$ cat src/rtl/spi_reg_bank.sv
// rtl/spi_reg_bank.sv - SPI configuration register bank with auto-increment burst access
//
// Sits behind the SPI address/data decoder. A header byte (is_write, addr)
// opens a burst; each following byte_done either commits wdata to the
// register at the running pointer (WRITE) or reloads the read shift register
// from the next register (READ). Read data leaves MSB-first on poci.
//
// Optional build macro: SPI_REG_SHADOW_EN
//   When defined, burst writes land in a shadow array and are copied to the
//   live registers in a single cycle once cs is sampled low, so regs_flat
//   only ever changes between transactions. Reads always see live values.
//
// Ports:
//   spi_clk    in   SPI clock, all state moves on its rising edge
//   rst        in   asynchronous active-high reset
//   cs         in   chip select, active high; low returns to HEADER
//   byte_done  in   one-cycle pulse on the edge completing a byte
//   is_write   in   header direction bit, sampled with byte_done in HEADER
//   addr       in   header base address, sampled with byte_done in HEADER
//   wdata      in   write data byte, sampled with byte_done in WRITE
//   poci       out  serial read data (MSB of the read shift register)
//   regs_flat  out  all register values, reg i at bits [8i+7:8i]
//   wr_strobe  out  one-cycle pulse per register update
//   wr_addr    out  address of the last committed write

module spi_reg_bank #(
    parameter int         NUM_REGS  = 32,
    parameter logic [7:0] RESET_VAL = 8'h00
) (
    input  logic                  spi_clk,
    input  logic                  rst,
    input  logic                  cs,
    input  logic                  byte_done,
    input  logic                  is_write,
    input  logic [6:0]            addr,
    input  logic [7:0]            wdata,
    output logic                  poci,
    output logic [NUM_REGS*8-1:0] regs_flat,
    output logic                  wr_strobe,
    output logic [6:0]            wr_addr
);

    // Index width of the implemented array; pointer bits above it only
    // matter for the range check.
    localparam int         AW         = (NUM_REGS > 1) ? $clog2(NUM_REGS) : 1;
    localparam logic [7:0] NUM_REGS_W = 8'(NUM_REGS);

    typedef enum logic [1:0] {
        HEADER = 2'd0,
        WRITE  = 2'd1,
        READ   = 2'd2
    } state_t;

    state_t      state;
    state_t      state_next;
    logic [6:0]  ptr;
    logic [7:0]  shreg;
    logic [7:0]  regs [NUM_REGS];

    logic [6:0]  ptr_inc;
    logic [7:0]  hdr_rdata;
    logic [7:0]  next_rdata;
    logic        commit;

    function automatic logic in_range(input logic [6:0] a);
        return ({1'b0, a} < NUM_REGS_W);
    endfunction

    // ------------------------------------------------------------------
    // FSM
    // ------------------------------------------------------------------
    always_ff @(posedge spi_clk or posedge rst) begin
        if (rst) begin
            state <= HEADER;
        end else begin
            state <= state_next;
        end
    end

    always_comb begin
        state_next = state;
        if (!cs) begin
            state_next = HEADER;
        end else begin
            case (state)
                HEADER:  if (byte_done) state_next = is_write ? WRITE : READ;
                WRITE:   state_next = WRITE;
                READ:    state_next = READ;
                default: state_next = HEADER;
            endcase
        end
    end

    // ------------------------------------------------------------------
    // Pointer and read data selection
    // ------------------------------------------------------------------
    // 7-bit add wraps 127 -> 0 naturally.
    assign ptr_inc = ptr + 7'd1;

    always_comb begin
        hdr_rdata  = 8'h00;
        next_rdata = 8'h00;
        if (in_range(addr)) begin
            hdr_rdata = regs[addr[AW-1:0]];
        end
        if (in_range(ptr_inc)) begin
            next_rdata = regs[ptr_inc[AW-1:0]];
        end
    end

    // cs low suppresses a coincident byte, so it gates the commit as well.
    assign commit = cs && byte_done && (state == WRITE) && in_range(ptr);

    always_ff @(posedge spi_clk or posedge rst) begin
        if (rst) begin
            ptr   <= 7'd0;
            shreg <= 8'h00;
        end else if (!cs) begin
            ptr   <= 7'd0;
            shreg <= 8'h00;
        end else begin
            case (state)
                HEADER: begin
                    if (byte_done) begin
                        ptr <= addr;
                        if (!is_write) begin
                            shreg <= hdr_rdata;
                        end
                    end
                end
                WRITE: begin
                    if (byte_done) begin
                        ptr <= ptr_inc;
                    end
                end
                READ: begin
                    if (byte_done) begin
                        ptr   <= ptr_inc;
                        shreg <= next_rdata;
                    end else begin
                        shreg <= {shreg[6:0], 1'b0};
                    end
                end
                default: begin
                    ptr   <= 7'd0;
                    shreg <= 8'h00;
                end
            endcase
        end
    end

    assign poci = shreg[7];

    // ------------------------------------------------------------------
    // Register storage
    // ------------------------------------------------------------------
`ifdef SPI_REG_SHADOW_EN
    logic [7:0] shadow [NUM_REGS];
    logic       cs_q;
    logic       dirty;
    logic [6:0] last_addr;

    // Shadow and live only diverge through burst writes, and the copy on cs
    // falling re-aligns them, so the shadow never needs a reverse sync.
    always_ff @(posedge spi_clk or posedge rst) begin
        if (rst) begin
            for (int i = 0; i < NUM_REGS; i++) begin
                regs[i]   <= RESET_VAL;
                shadow[i] <= RESET_VAL;
            end
            cs_q      <= 1'b0;
            dirty     <= 1'b0;
            last_addr <= 7'd0;
            wr_strobe <= 1'b0;
            wr_addr   <= 7'd0;
        end else begin
            cs_q      <= cs;
            wr_strobe <= 1'b0;
            if (commit) begin
                shadow[ptr[AW-1:0]] <= wdata;
                dirty               <= 1'b1;
                last_addr           <= ptr;
            end
            if (!cs && cs_q) begin
                if (dirty) begin
                    for (int i = 0; i < NUM_REGS; i++) begin
                        regs[i] <= shadow[i];
                    end
                    wr_strobe <= 1'b1;
                    wr_addr   <= last_addr;
                end
                dirty <= 1'b0;
            end
        end
    end
`else
    always_ff @(posedge spi_clk or posedge rst) begin
        if (rst) begin
            for (int i = 0; i < NUM_REGS; i++) begin
                regs[i] <= RESET_VAL;
            end
            wr_strobe <= 1'b0;
            wr_addr   <= 7'd0;
        end else begin
            wr_strobe <= commit;
            if (commit) begin
                regs[ptr[AW-1:0]] <= wdata;
                wr_addr           <= ptr;
            end
        end
    end
`endif

    for (genvar i = 0; i < NUM_REGS; i++) begin : g_flat
        assign regs_flat[i*8 +: 8] = regs[i];
    end

endmodule

$ cat config.mk
export PLATFORM = sky130hd
export DESIGN_NAME = spi_reg_bank
export DESIGN_NICKNAME = d
export VERILOG_FILES = /design/src/rtl/spi_reg_bank.sv
export SDC_FILE = /design/constraint.sdc
export NUM_CORES = 1
export LEC_CHECK = 0
export CAP_MARGIN = 30
export CORE_MARGIN = 4
export CORE_UTILIZATION = 45
export DETAILED_ROUTE_END_ITERATION = 7
export PLACE_DENSITY_LB_ADDON = 0.25
export SETUP_SLACK_MARGIN = 0.3
export SYNTH_ARGS = -nofsm -noshare
export SYNTH_HDL_FRONTEND = slang
export SYNTH_SLANG_ARGS = --single-unit
export TNS_END_PERCENT = 50
$ cat constraint.sdc
create_clock -name spi_clk -period 12.5 [get_ports spi_clk]
set_clock_uncertainty 0.05 [all_clocks]
set_input_delay 3.125 -clock spi_clk [delete_from_list [all_inputs] [get_ports spi_clk]]
set_output_delay 3.125 -clock spi_clk [all_outputs]
set_load 0.02 [all_outputs]
==> metrics.yaml <==
outcome: "complete, no violations"
maxCapViolCount: 0
critPathLaunchType: "input port"
placed_cells: 1742
synth_commonest_cells: "281 x dfrtp_1, 271 x mux2_2, 108 x mux4_2"
crit_slowest_cell: "clkdlybuf4s50_1"
layout_setup_ws_ps: 6862
hold_buffers: 0
ys_top_cells_by_area: "dfrtp_1 46%, mux2_2 20%, mux4_2 16%"
first_global_vias: 11370
power_density_nw_per_um2: 120.4
grt-ovfl-total: 0
ys_types: 46
io_buffers: 284
die_w_um: 191.3
insertion_delay_ps: 580
cp_max_fo: 19
period_needed_ps: 5638
first_pass_iters: 5
cp.depth: 8
io_pins: 285
grt_pass1_wl_um: 77580
setup_tns_ps: 0
drv_slew: 0
syn2layout_area_growth_pct: 27.67
wl_per_cell_um: 29.13
netlist_area_sq_um: 15120
hpwl_um: 37090
synth_top_area_share_pct: 46.50
fillerInstances: 2710
via_count: 11340
ff2ff_path_depth: 8
grt_max_degree: 99
stdcell_count: 1799
core_area_sq_um: 32870
whs_path_depth: 1
drive_gt1_share_pct: 34.12
syn_area_per_cell_sq_um: 13.95
nNetsFinal: 1361
critical_path_buf_inv_count: 2
slowest_delay_ps: 980
ys.flop_type: "dfrtp_1"
setup_viol: 0
p_leak_uw: 0.008499
required_ps: 12910
pre_cts_ws_ps: 6294
gp_congestion: 0.9998
synthDominantAreaCellType: "dfrtp_1"
cts_setup_buffers: 0
finalHoldViolations: 0
synth_cells: 1084
synthArstFlopShare_pct: 100.0
ys_seq_area_share_pct: 46.50
rsz0062_at_grt: "no"
path_cells: "clkdlybuf4s50_1 -> nor2b_1 -> buf_6 -> nand2_1 -> o22ai_1 -> a311o_1 -> nor4_1 -> a221o_1"
clock_sinks: 281
yosysMostFrequentCell: "dfrtp_1"
routed_wl_um: 52400
h-tree-depth: 1
grt_use_total_pct: 28.39
cts_resized: 0
fin_area_sq_um: 19310
tightest_slew_ps: 1085
fmax_ghz: 0.1774
fin_crit_sh_pct: 45.10
viasPerCell: 6.302
hp-class: "register to register"
fp.dieH_um: 191.3
placementRows: 66
dieArea_sq_um: 36600
clock_path_buffers: 3
synth_seq_cells: 281
criticalPathCategory: "input port to register"
drcViolationCount: 0
cts_root_buf: "clkbuf_16"
endpoint_kind: "register"
clkTransAtPathRegs_ps: 60
finalPower_uw: 2325
critical_path_arrival_ps: 6050
synth_edf_count: 0
diodes: 0
cts-buffers-inserted: 31
yosys_warnings: 0
ant_nets: 0
path_delay_family: "buffers and inverters"
antenna_found_initial: 0
relSlewSlack_pct: 27.46
tritoncts: "yes"
dpl_cell_area_sq_um: 18290
initial_core_util_pct: 46.01
synth.net_count: 1112
drt_iter0_drc: 1124
ir_drop_mv: 0.1065
metal layers:
layer | track usage, % | share of wire [%] | vias up
met1 | 41.10 | 42 | 5955
li1 | - | - | 4684
met4 | 7.486 | 2.9 | 0
met5 | 0 | 0 | -
met2 | 43.98 | 47 | 618
met3 | 6.081 | 8.7 | 80
registers in the layout, summed over array words and instances (netlist names):
register,cells
regs_flat,256
wr_strobe,1
ptr,7
wr_addr,7
state,2
shreg,8
final timing paths:
| path | slack, ps | end | start |
|---|---|---|---|
| max | 6860 | shreg[0] | addr[2] |
| min | 450 | wr_addr[6] | wr_addr[6] |
| max reg2reg | 8180 | shreg[0] | ptr[0] |
| min reg2reg | 450 | wr_addr[6] | wr_addr[6] |
| max in group asynchronous | 7400 | regs_flat[71] | rst |
| min in group asynchronous | 3010 | regs_flat[244] | rst |
worst register-to-register path, cell delays in order (launching register included):
cell and delay [ps]:
dfrtp_4 870, inv_1 270, ha_2 880, buf_4 660, mux4_2 470, mux2i_1 330
a21oi_1 120, a22o_1 240, a221o_1 310
stage by stage:
step	util [%]	hold slack [ps]
4_1_cts	58.75	453.7
2_1_floorplan	-	421.7
5_1_grt	58.75	492.2
3_5_place_dp	55.65	437.1
6_report	58.75	446.9
3_3_place_gp	55.54	432.1
logic make-up after synthesis:
| group | count (synthesis) | synth area share, % |
|---|---|---|
| adder cells (fa/ha/maj) | 8 | 0.6619 |
| flip-flops | 281 | 46.50 |
| AO/OA/AOI/OAI | 91 | 4.675 |
| multiplexers | 427 | 39.48 |
| buffers and inverters | 92 | 2.730 |
| XOR/XNOR | 6 | 0.3972 |
| AND/OR/NAND/NOR | 179 | 5.560 |
final cells by class:
cell class	instances	area [sq um]	area share, %
tap	442	553.0	2.864
timing repair buffer	303	2988	15.47
clock buffer	39	845.8	4.381
inverter	5	26.28	0.1361
clock inverter	18	171.4	0.8878
sequential	281	7036	36.44
multi-input combinational	711	7689	39.82
layout by cell type, fill, tap and decap left out, types with 8 or more instances in the layout:
cell and count:
clkdlybuf4s50_1 281, dfrtp_1 280, mux2_2 271, mux4_2 108, nand2_1 101, mux2i_1 43
clkbuf_16 31, nand3_1 19, buf_4 17, a32oi_1 14, a21oi_1 13, clkinv_2 13
a22oi_1 12, nor2b_1 11, nand4_1 11, a221o_1 11, nor2_1 9, and3_1 8
power breakdown:
part | total (uW) | switching, uW | internal (uW)
Sequential | 1010 | 59.7 | 948
Combinational | 399 | 219 | 180
Clock | 918 | 380 | 538
Total | 2330 | 659 | 1670
Note: power is estimated with default switching activity, not from simulation.
